**src/rtl/secam_pkg.sv**
```systemverilog
// ============================================================================
//  Package     : secam_pkg
//  Description : Shared state type and default line-timing constants for the
//                SECAM line sequencer and its testbench.
//  Revision    : 1.0 - initial release
// ============================================================================
`default_nettype none

package secam_pkg;

    // Default intra-line timing, in clocks counted from line_start
    localparam int c_CNT_W        = 12;
    localparam int c_REF_START    = 480;
    localparam int c_ACTIVE_START = 720;
    localparam int c_ACTIVE_END   = 3000;
    localparam int c_CARRIER_END  = 3050;

    // Carrier phases within one line
    typedef enum logic [1:0] {
        OFF    = 2'd0,
        REF    = 2'd1,
        ACTIVE = 2'd2,
        TAIL   = 2'd3
    } seq_state_t;

endpackage

`default_nettype wire

```
**src/rtl/secam_line_sequencer_if.sv**
```systemverilog
// ============================================================================
//  Interface   : secam_line_sequencer_if
//  Description : Line-timing inputs, chroma inputs and encoder-control outputs
//                of the SECAM line sequencer.
//  Revision    : 1.0 - initial release
// ============================================================================
`default_nettype none

interface secam_line_sequencer_if;

    logic              line_start;
    logic              newframe;
    logic              video_line;
    logic              db_first;
    logic              seq_enable;
    logic signed [7:0] yuv_u_in;
    logic signed [7:0] yuv_v_in;
    logic              even_line;
    logic              enabled;
    logic signed [7:0] yuv_u;
    logic signed [7:0] yuv_v;
    logic              active;

    // Timing generator / stimulus side
    modport master (
        output line_start, newframe, video_line, db_first, seq_enable,
        output yuv_u_in, yuv_v_in,
        input  even_line, enabled, yuv_u, yuv_v, active
    );

    // Sequencer side
    modport slave (
        input  line_start, newframe, video_line, db_first, seq_enable,
        input  yuv_u_in, yuv_v_in,
        output even_line, enabled, yuv_u, yuv_v, active
    );

endinterface

`default_nettype wire

```
**src/rtl/secam_line_counter.sv**
```systemverilog
// ============================================================================
//  Module      : secam_line_counter
//  Description : Intra-line clock counter. Cleared by line_start, saturates
//                at all-ones when line_start goes missing.
//  Revision    : 1.0 - initial release
// ============================================================================
`default_nettype none

module secam_line_counter #(
    parameter int CNT_W = 12
) (
    input  wire logic             clk,
    input  wire logic             rst,
    input  wire logic             i_clear,
    output logic [CNT_W-1:0]      o_count
);

    localparam logic [CNT_W-1:0] c_MAX = '1;

    logic [CNT_W-1:0] r_count;

    // Clear on line_start, else count up and hold at the maximum (no wrap)
    always_ff @(posedge clk or posedge rst) begin
        if (rst) begin
            r_count <= '0;
        end else if (i_clear) begin
            r_count <= '0;
        end else if (r_count != c_MAX) begin
            r_count <= r_count + CNT_W'(1);
        end
    end

    assign o_count = r_count;

endmodule

`default_nettype wire

```
**src/rtl/secam_line_sequencer.sv**
```systemverilog
// ============================================================================
//  Module      : secam_line_sequencer
//  Description : Per-line controller for the SECAM chroma encoder. Produces
//                the Db/Dr alternation, the carrier enable window and the
//                reference-carrier intervals around active video.
//  Revision    : 1.0 - initial release
// ============================================================================
`default_nettype none

module secam_line_sequencer
    import secam_pkg::*;
#(
    parameter int CNT_W        = c_CNT_W,
    parameter int REF_START    = c_REF_START,
    parameter int ACTIVE_START = c_ACTIVE_START,
    parameter int ACTIVE_END   = c_ACTIVE_END,
    parameter int CARRIER_END  = c_CARRIER_END
) (
    input  wire logic               clk,
    input  wire logic               rst,
    secam_line_sequencer_if.slave   bus
);

    // Timing points resized to the counter width so every compare is unsigned
    localparam logic [CNT_W-1:0] c_REF_AT    = CNT_W'(REF_START);
    localparam logic [CNT_W-1:0] c_ACT_AT    = CNT_W'(ACTIVE_START);
    localparam logic [CNT_W-1:0] c_TAIL_AT   = CNT_W'(ACTIVE_END);
    localparam logic [CNT_W-1:0] c_OFF_AT    = CNT_W'(CARRIER_END);
    localparam longint           c_CNT_MAX   = (64'd1 << CNT_W) - 64'd1;

    // Timing points must be strictly increasing and below the saturation value
    generate
        if (!((REF_START < ACTIVE_START) && (ACTIVE_START < ACTIVE_END) &&
              (ACTIVE_END < CARRIER_END) && (longint'(CARRIER_END) < c_CNT_MAX))) begin : g_bad_timing
            $error("secam_line_sequencer: timing parameters out of order");
        end
    endgenerate

    logic [CNT_W-1:0]  w_count;
    seq_state_t        r_state;
    seq_state_t        w_state_next;
    logic              r_line_ok;
    logic              r_even_line;
    logic              r_enabled;
    logic              r_active;
    logic signed [7:0] r_yuv_u;
    logic signed [7:0] r_yuv_v;

    secam_line_counter #(
        .CNT_W   (CNT_W)
    ) u_cnt (
        .clk     (clk),
        .rst     (rst),
        .i_clear (bus.line_start),
        .o_count (w_count)
    );

    // State register
    always_ff @(posedge clk or posedge rst) begin
        if (rst) begin
            r_state <= OFF;
        end else begin
            r_state <= w_state_next;
        end
    end

    // Next state from the counter position; line_start aborts any line
    always_comb begin
        w_state_next = r_state;
        unique case (r_state)
            OFF:     if (r_line_ok && (w_count == c_REF_AT)) w_state_next = REF;
            REF:     if (w_count == c_ACT_AT)                w_state_next = ACTIVE;
            ACTIVE:  if (w_count == c_TAIL_AT)               w_state_next = TAIL;
            TAIL:    if (w_count == c_OFF_AT)                w_state_next = OFF;
            default:                                         w_state_next = OFF;
        endcase
        if (bus.line_start) begin
            w_state_next = OFF;
        end
    end

    // Line qualification, sampled only at the line boundary
    always_ff @(posedge clk or posedge rst) begin
        if (rst) begin
            r_line_ok <= 1'b0;
        end else if (bus.line_start) begin
            r_line_ok <= bus.video_line & bus.seq_enable;
        end
    end

    // Db/Dr alternation: a frame load overrides the per-line toggle
    always_ff @(posedge clk or posedge rst) begin
        if (rst) begin
            r_even_line <= 1'b1;
        end else if (bus.newframe) begin
            r_even_line <= bus.db_first;
        end else if (bus.line_start) begin
            r_even_line <= ~r_even_line;
        end
    end

    // Encoder controls, registered from the next state (one cycle after the match)
    always_ff @(posedge clk or posedge rst) begin
        if (rst) begin
            r_enabled <= 1'b0;
            r_active  <= 1'b0;
            r_yuv_u   <= '0;
            r_yuv_v   <= '0;
        end else begin
            r_enabled <= (w_state_next != OFF);
            r_active  <= (w_state_next == ACTIVE);
            r_yuv_u   <= (w_state_next == ACTIVE) ? bus.yuv_u_in : 8'sd0;
            r_yuv_v   <= (w_state_next == ACTIVE) ? bus.yuv_v_in : 8'sd0;
        end
    end

    assign bus.even_line = r_even_line;
    assign bus.enabled   = r_enabled;
    assign bus.active    = r_active;
    assign bus.yuv_u     = r_yuv_u;
    assign bus.yuv_v     = r_yuv_v;

endmodule

`default_nettype wire

```
**src/flat_wrapper.sv**
```systemverilog
// flat-port wrapper written by rule: the top's interface ports become plain ports
module secam_line_sequencer_flat import secam_pkg::*;
#(
    parameter int CNT_W        = c_CNT_W,
    parameter int REF_START    = c_REF_START,
    parameter int ACTIVE_START = c_ACTIVE_START,
    parameter int ACTIVE_END   = c_ACTIVE_END,
    parameter int CARRIER_END  = c_CARRIER_END
)
  (clk, rst, bus_line_start, bus_newframe, bus_video_line, bus_db_first, bus_seq_enable, bus_yuv_u_in, bus_yuv_v_in, bus_even_line, bus_enabled, bus_yuv_u, bus_yuv_v, bus_active);
  secam_line_sequencer_if bus_i ();
  input  wire logic clk;
  input  wire logic rst;
  input wire logic [$bits(bus_i.line_start)-1:0] bus_line_start;
  input wire logic [$bits(bus_i.newframe)-1:0] bus_newframe;
  input wire logic [$bits(bus_i.video_line)-1:0] bus_video_line;
  input wire logic [$bits(bus_i.db_first)-1:0] bus_db_first;
  input wire logic [$bits(bus_i.seq_enable)-1:0] bus_seq_enable;
  input wire logic [$bits(bus_i.yuv_u_in)-1:0] bus_yuv_u_in;
  input wire logic [$bits(bus_i.yuv_v_in)-1:0] bus_yuv_v_in;
  output wire logic [$bits(bus_i.even_line)-1:0] bus_even_line;
  output wire logic [$bits(bus_i.enabled)-1:0] bus_enabled;
  output wire logic [$bits(bus_i.yuv_u)-1:0] bus_yuv_u;
  output wire logic [$bits(bus_i.yuv_v)-1:0] bus_yuv_v;
  output wire logic [$bits(bus_i.active)-1:0] bus_active;
  assign bus_i.line_start = bus_line_start;
  assign bus_i.newframe = bus_newframe;
  assign bus_i.video_line = bus_video_line;
  assign bus_i.db_first = bus_db_first;
  assign bus_i.seq_enable = bus_seq_enable;
  assign bus_i.yuv_u_in = bus_yuv_u_in;
  assign bus_i.yuv_v_in = bus_yuv_v_in;
  assign bus_even_line = bus_i.even_line;
  assign bus_enabled = bus_i.enabled;
  assign bus_yuv_u = bus_i.yuv_u;
  assign bus_yuv_v = bus_i.yuv_v;
  assign bus_active = bus_i.active;
  secam_line_sequencer #(.CNT_W(CNT_W), .REF_START(REF_START), .ACTIVE_START(ACTIVE_START), .ACTIVE_END(ACTIVE_END), .CARRIER_END(CARRIER_END)) u_core (.clk(clk), .rst(rst), .bus(bus_i));
endmodule
```
**config.mk**
```make
export PLATFORM = sky130hd
export DESIGN_NAME = secam_line_sequencer_flat
export DESIGN_NICKNAME = d
export VERILOG_FILES = /design/src/rtl/secam_pkg.sv /design/src/rtl/secam_line_sequencer_if.sv /design/src/rtl/secam_line_counter.sv /design/src/rtl/secam_line_sequencer.sv /design/src/flat_wrapper.sv
export SDC_FILE = /design/constraint.sdc
export NUM_CORES = 1
export LEC_CHECK = 0
export CAP_MARGIN = 40
export CORE_MARGIN = 5
export CORE_UTILIZATION = 52
export DETAILED_ROUTE_END_ITERATION = 10
export GPL_TIMING_DRIVEN = 0
export PLACE_DENSITY = 0.92
export SLEW_MARGIN = 5
export SYNTH_ARGS = -nofsm -noshare
export SYNTH_HDL_FRONTEND = slang
export SYNTH_SLANG_ARGS = --single-unit
```
**constraint.sdc**
```tcl
create_clock -name clk -period 4 [get_ports clk]
set_input_delay 1.2 -clock clk [delete_from_list [all_inputs] [get_ports clk]]
set_output_delay 1.2 -clock clk [all_outputs]
set_load 0.1 [all_outputs]
```
==> metrics.md, run 1 <==
| Metric | Value |
|---|---|
| Status | `finished, final reports clean` |
| First-pass detailed-route iteration total | `5` |
| Final Hold Viols | `0` |
| Grt total ovfl | `0` |
| Crit Path Max Fanout | `2` |
| ANT nets after route | `0` |
| CP arrival | `1.61 ns` |
| PwrDens | `249.9 mW/mm2` |
| CTS resizes | `0` |
| H-tree levels | `2` |
| Core ar. | `0.003053 mm2` |
| Max_cap viols | `0` |
| Worst setup path category | `reg -> out` |
| Post-DP HPWL | `3.283 mm` |
| Post-Synthesis Cell Area | `0.001647 mm2` |
| Fin Setup TNS | `0 ns` |
| TritonCTS Buffers | `5` |
| Power Total | `0.6248 mW` |
| Most frequent cell after synthesis | `dfrtp_1` |
| DP Worst Slack | `1.562 ns` |
| Post-synth top area share | `50.15%` |
| Crit path launch type | `register` |
| Filler cells | `173` |
| Synth Flop Type | `dfrtp_1` |
| Crit end category | `output pin` |
| Worst Tran Pin Value | `0.8016 ns` |
| Tmin final | `2.806 ns` |
| Final clock period utilization by the worst path | `70.15%` |
| Die ar. | `0.004392 mm2` |
| Setup ws final | `1.194 ns` |
| Initial DRC Count | `112` |
| Avg WL per Cell | `16.88 um` |
| Synth top cells by count | `dfrtp_1 (33), inv_1 (11), a21boi_2 (9), nor2_1 (9), o21ai_0 (8)` |
| Layout cell share with drive strength beyond 1 | `23.00%` |
| Max Clk Rate | `356.4 MHz` |
| Slowest-stage cell, CP | `dfstp_2` |
| EDFF count, synth | `0` |
| Top cells by area, synth | `dfrtp_1 (50%), a21boi_2 (6.2%), a21boi_0 (3.2%)` |
| Initial antenna violation count | `0` |
| Via/cell ratio | `5.556` |
| Clock Path Buffers | `2` |
| Peak supply drop | `0.2240 mV` |
| Static Leak | `1.084 nW` |
| Final setup viols | `0` |
| DR vias | `1,428` |
| Design Area, Final | `0.002500 mm2` |
| Largest net degree at the start of global routing | `24` |
| Cell Chain, Critical Path | `clkdlybuf4s50_1 -> buf_8` |
| Count of different cell masters after synthesis | `48` |
| DRC Markers | `0` |
| Total Wirelength | `4.338 mm` |
| Routability cong. | `0.9244` |
| Postcts setup bufs | `0` |
| Placed Area | `0.002440 mm2` |
| Die height | `66.27 um` |
| RSZ-0062 raised after global routing | `false` |
| Area growth from synthesis to layout | `51.82%` |
| Clk sinks | `34` |
| Synth Instances | `145` |
| Initial Util | `53.93%` |
| Final slew viol count | `0` |
| Synth async-reset ratio | `100.0%` |
| Reg clk slew, reported paths | `0.10 ns` |
| Max transition margin | `45.18%` |
| Vias in the first global route | `1,474` |
| Top cell type by total area after synthesis | `dfrtp_1` |
| Synthesized area per cell | `11.36 um2` |
| Io pins | `42` |
| Gr usage total | `22.11%` |
| TritonCTS clock tree | `yes` |
| Antenna fix cells | `0` |
| Sequential share of the synthesized area | `51.75%` |
| CTS root buf | `clkbuf_4` |
| Post-route clock skew | `0.004915 ns` |
| Clk_lat worst skew | `0.34 ns` |
| First-pass GRT wire length | `7.038 mm` |
| Crit-path max cell delay | `0.55 ns` |
| Ys Warns | `0` |
| IO buf count | `40` |
| Site row count | `20` |
| Critical Path RT | `2.80 ns` |
| Die width | `66.27 um` |
| Final net count | `238` |
| Number of synthesized register bits | `34` |
| Hold WC Path Type | `reg -> reg` |
| Cts hold-fix bufs | `0` |
| Syn nets | `171` |
-- state kept, by name, indices dropped and copies added (netlist names) --
| register | count |
|---|---|
| u_core.bus.yuv_u | 8 |
| u_core.bus.enabled | 1 |
| u_core.r_state | 2 |
| u_core.r_line_ok | 1 |
| u_core.bus.yuv_v | 8 |
| u_core.bus.active | 1 |
| u_core.bus.even_line | 1 |
| u_core.u_cnt.o_count | 12 |
-- power by group --
part | total [mW] | internal [mW] | leakage (nW) | switching, mW
clock | 0.198 | 0.0850 | 0.0353 | 0.113
combinational | 0.0725 | 0.0383 | 0.580 | 0.0341
sequential | 0.354 | 0.349 | 0.468 | 0.00515
-- area by class of cell --
cell class	instances	area, um2	share of cell area [%]
Sequential cell	34	852.1	34.08
Timing Repair Buffer	60	738.2	29.53
Multi-Input combinational cell	95	718.2	28.73
Clock buffer	7	55.05	2.202
Tap cell	44	55.05	2.202
Inverter	11	41.29	1.652
Buffer	5	35.03	1.401
Clock inverter	1	5.005	0.2002
-- placed cells by master, fill, tap and decap left out, drive strengths merged, types with 2 or more instances in the layout --
cell	instances
nand4	3
and3	2
nand3b	2
a31oi	2
nand2b	2
nand3	5
buf	23
a21oi	4
dfrtp	33
or4	2
nand2	6
clkdlybuf4s50	40
o21ai	8
nor3	2
mux2i	3
ha	3
xnor2	3
nor4	5
nor2	9
inv	11
a21boi	16
clkbuf	9
-- per-stage QoR --
stage,hold WS [ns],cells,utilization [%]
after detailed placement,0.5719,249,79.92
after CTS,0.5904,257,81.89
after global routing,0.6376,257,81.89
after global placement,0.5256,229,68.85
after floorplan,0.5065,145,-
final,0.5893,257,81.89
-- cell families after synthesis --
logic type | Yosys count | share of synthesized area, %
AND/OR/NAND/NOR | 48 | 19.76
AO/OA/AOI/OAI | 38 | 18.16
flip-flops | 34 | 51.75
buffers and inverters | 16 | 4.634
XOR/XNOR | 3 | 1.596
multiplexers | 3 | 1.824
adder cells (fa/ha/maj) | 3 | 2.280
-- worst max-delay path, delay by kind of cell (launching register included) --
family / cells / cell delay (ns)
buffers and inverters: 2 / 0.71
flip-flops: 1 / 0.55
-- routing by layer --
layer	up-vias	share of wire (%)	global-route usage, %
li1	667	-	-
met1	665	36	24.65
met2	85	53	38.91
met3	11	8.1	7.143
met4	0	2.5	8.122
met5	-	0	0
-- final timing paths --
kind                       depth (start not counted)                     from                  endpoint  slack, ns
max                                                2     u_core.bus.even_line             bus_even_line       1.19
min                                                2         u_core.r_line_ok          u_core.r_line_ok       0.59
max reg2reg                                        7  u_core.u_cnt.o_count[0]       u_core.bus.yuv_u[1]       1.86
min reg2reg                                        2         u_core.r_line_ok          u_core.r_line_ok       0.59
max in group asynchronous                          3                      rst      u_core.bus.even_line       2.23
min in group asynchronous                          2                      rst  u_core.u_cnt.o_count[11]       1.19
Note: power is estimated with default switching activity, not from simulation.
==> inputs of run 2 (changes only) <==
--- a/config.mk
+++ b/config.mk
@@ -7,10 +7,10 @@
 export LEC_CHECK = 0
 export CAP_MARGIN = 40
 export CORE_MARGIN = 5
-export CORE_UTILIZATION = 52
+export CORE_UTILIZATION = 43
 export DETAILED_ROUTE_END_ITERATION = 10
 export GPL_TIMING_DRIVEN = 0
-export PLACE_DENSITY = 0.92
+export PLACE_DENSITY = 0.82
 export SLEW_MARGIN = 5
 export SYNTH_ARGS = -nofsm -noshare
 export SYNTH_HDL_FRONTEND = slang
==> constraint.sdc (replaced) <==
create_clock -name clk -period 2.48 [get_ports clk]
set_input_delay 0.744 -clock clk [delete_from_list [all_inputs] [get_ports clk]]
set_output_delay 0.744 -clock clk [all_outputs]
set_load 0.1 [all_outputs]
==> run 2 against run 1 <==
Against the previous run:
- setup slack worse by 1.0 ns
- via count grew 0.56%
- global-route usage decreased by 3.3 points
- combinational power increased by 59%
- flip-flop and latch count is the same
- design area increased by 2.1%
- register-to-register slack worse by 1.5 ns
- critical path depth unchanged
- first-iteration DRC count down 21%
- sequential share of layout area down 0.70 points
- clock-buffer cell count is 1 lower
- critical path type unchanged
- critical endpoint unchanged
- highest routed layer unchanged
==> metrics.md, run 2 (same netlist as run 1, synthesis figures left out) <==
| Metric | Value |
|---|---|
| CTS resizes | `0` |
| Tmin final | `2.291 ns` |
| Gr usage total | `18.79%` |
| IO buf count | `40` |
| Peak supply drop | `0.3270 mV` |
| Postcts setup bufs | `0` |
| Avg WL per Cell | `16.76 um` |
| CP arrival | `1.55 ns` |
| DR vias | `1,436` |
| Clk sinks | `34` |
| Clk_lat worst skew | `0.30 ns` |
| Clock Path Buffers | `2` |
| Post-Place Cells | `253` |
| Core ar. | `0.003689 mm2` |
| Power Internal | `0.8474 mW` |
| Static Leak | `1.100 nW` |
| TritonCTS clock tree | `yes` |
| Most frequent cells in the layout | `clkdlybuf4s50_1 (40), dfrtp_1 (33), buf_8 (16), inv_1 (11)` |
| Initial antenna violation count | `0` |
| Routability cong. | `0.8824` |
| Sw Ratio | `24.23%` |
| Post-DP HPWL | `3.324 mm` |
| Finished Layout Cells | `261` |
| Worst setup path category | `reg -> out` |
| Power Total | `1.118 mW` |
| Post-route clock skew | `0.009835 ns` |
| Grt total ovfl | `0` |
| Status | `finished, final reports clean` |
| Worst Tran Pin Value | `0.7633 ns` |
| Combinational power share | `10.3%` |
| Commonest non-fill, non-tap cell in the layout | `clkdlybuf4s50_1` |
| Initial DRC Count | `88` |
| ANT nets after route | `0` |
| First-pass detailed-route iteration total | `4` |
| Die height | `71.88 um` |
| Cts hold-fix bufs | `0` |
| Final setup viols | `0` |
| Io pins | `42` |
| Critical Path RT | `1.74 ns` |
| TritonCTS Buffers | `5` |
| Max transition margin | `49.06%` |
| RSZ-0062 raised after global routing | `false` |
| Die ar. | `0.005167 mm2` |
| Initial Util | `44.64%` |
| Area growth from synthesis to layout | `55.02%` |
| DRC Markers | `0` |
| Layout cell share with drive strength beyond 1 | `23.47%` |
| Crit Path Max Fanout | `2` |
| Final Hold Viols | `0` |
| Die width | `71.88 um` |
| H-tree levels | `2` |
| Fin Setup TNS | `0 ns` |
| Final slew viol count | `0` |
| Flop pwr share | `51.0%` |
| Max_cap viols | `0` |
| Site row count | `22` |
| Clock network fraction of total power | `38.7%` |
| Reg clk slew, reported paths | `0.07 ns` |
| Hold WC Path Type | `reg -> reg` |
| Crit end category | `output pin` |
| Crit path launch type | `register` |
| Largest register FFs | `12` |
| CTS root buf | `clkbuf_8` |
| Vias in the first global route | `1,559` |
| Final clock period utilization by the worst path | `92.36%` |
| Psw | `0.2709 mW` |
| Antenna fix cells | `0` |
| Max Clk Rate | `436.6 MHz` |
| First-pass GRT wire length | `7.272 mm` |
| Final net count | `238` |
| Total Wirelength | `4.375 mm` |
| Via/cell ratio | `5.502` |
| Largest net degree at the start of global routing | `19` |
| PwrDens | `438.2 mW/mm2` |
run 2: final timing paths:
| path | from | end | slack [ns] | depth (start not counted) |
|---|---|---|---|---|
| max in group asynchronous | rst | u_core.bus.even_line | 0.96 | 3 |
| min in group asynchronous | rst | u_core.bus.yuv_v[5] | 0.90 | 2 |
| hold reg to reg | u_core.r_line_ok | u_core.r_line_ok | 0.56 | 2 |
| setup / recovery | u_core.bus.even_line | bus_even_line | 0.19 | 2 |
| setup reg to reg | u_core.u_cnt.o_count[0] | u_core.bus.yuv_u[0] | 0.40 | 7 |
| hold / removal | u_core.r_line_ok | u_core.r_line_ok | 0.56 | 2 |
run 2: power by group through the flow:
stage | clock [mW] | combinational, mW | sequential [mW]
after floorplan | 0 | 0.0415 | 0.595
after global placement | 0 | 0.100 | 0.580
after detailed placement | 0 | 0.116 | 0.581
after CTS | 0.438 | 0.116 | 0.571
after global routing | 0.461 | 0.125 | 0.572
final | 0.433 | 0.115 | 0.571
run 2: stage by stage:
| step | util [%] | instance area [um2] | hold slack [ns] | setup WS, ns |
|---|---|---|---|---|
| 3_3_place_gp | 57.12 | 2107 | 0.5325 | 0.08830 |
| 2_1_floorplan | - | 1647 | 0.5065 | 0.6308 |
| 4_1_cts | 69.20 | 2552 | 0.5696 | 0.1760 |
| 6_report | 69.20 | 2552 | 0.5591 | 0.1895 |
| 5_1_grt | 69.20 | 2552 | 0.6026 | 0.1377 |
| 3_5_place_dp | 66.62 | 2457 | 0.5454 | 0.4351 |
run 2: final cells by class:
class / count / area, um2
Timing Repair Buffer: 60 / 750.7
Buffer: 5 / 35.03
Inverter: 11 / 41.29
Clock buffer: 6 / 82.58
Sequential cell: 34 / 852.1
Fill cell: 257 / 1136
Multi-Input combinational cell: 95 / 718.2
Tap cell: 48 / 60.06
Clock inverter: 2 / 12.51
run 2: per-layer routing:
layer	vias to the layer above	wire length, um	track usage, %
met5	-	0	0
met4	0	99	7.098
met3	14	285	6.872
met2	60	2317	32.35
met1	704	1672	21.14
li1	658	-	-
run 2: worst max-delay path, cell delays in order, from the launching register on:
cell	delay (ns)
dfstp_2	0.54
clkdlybuf4s50_1	0.51
buf_8	0.20
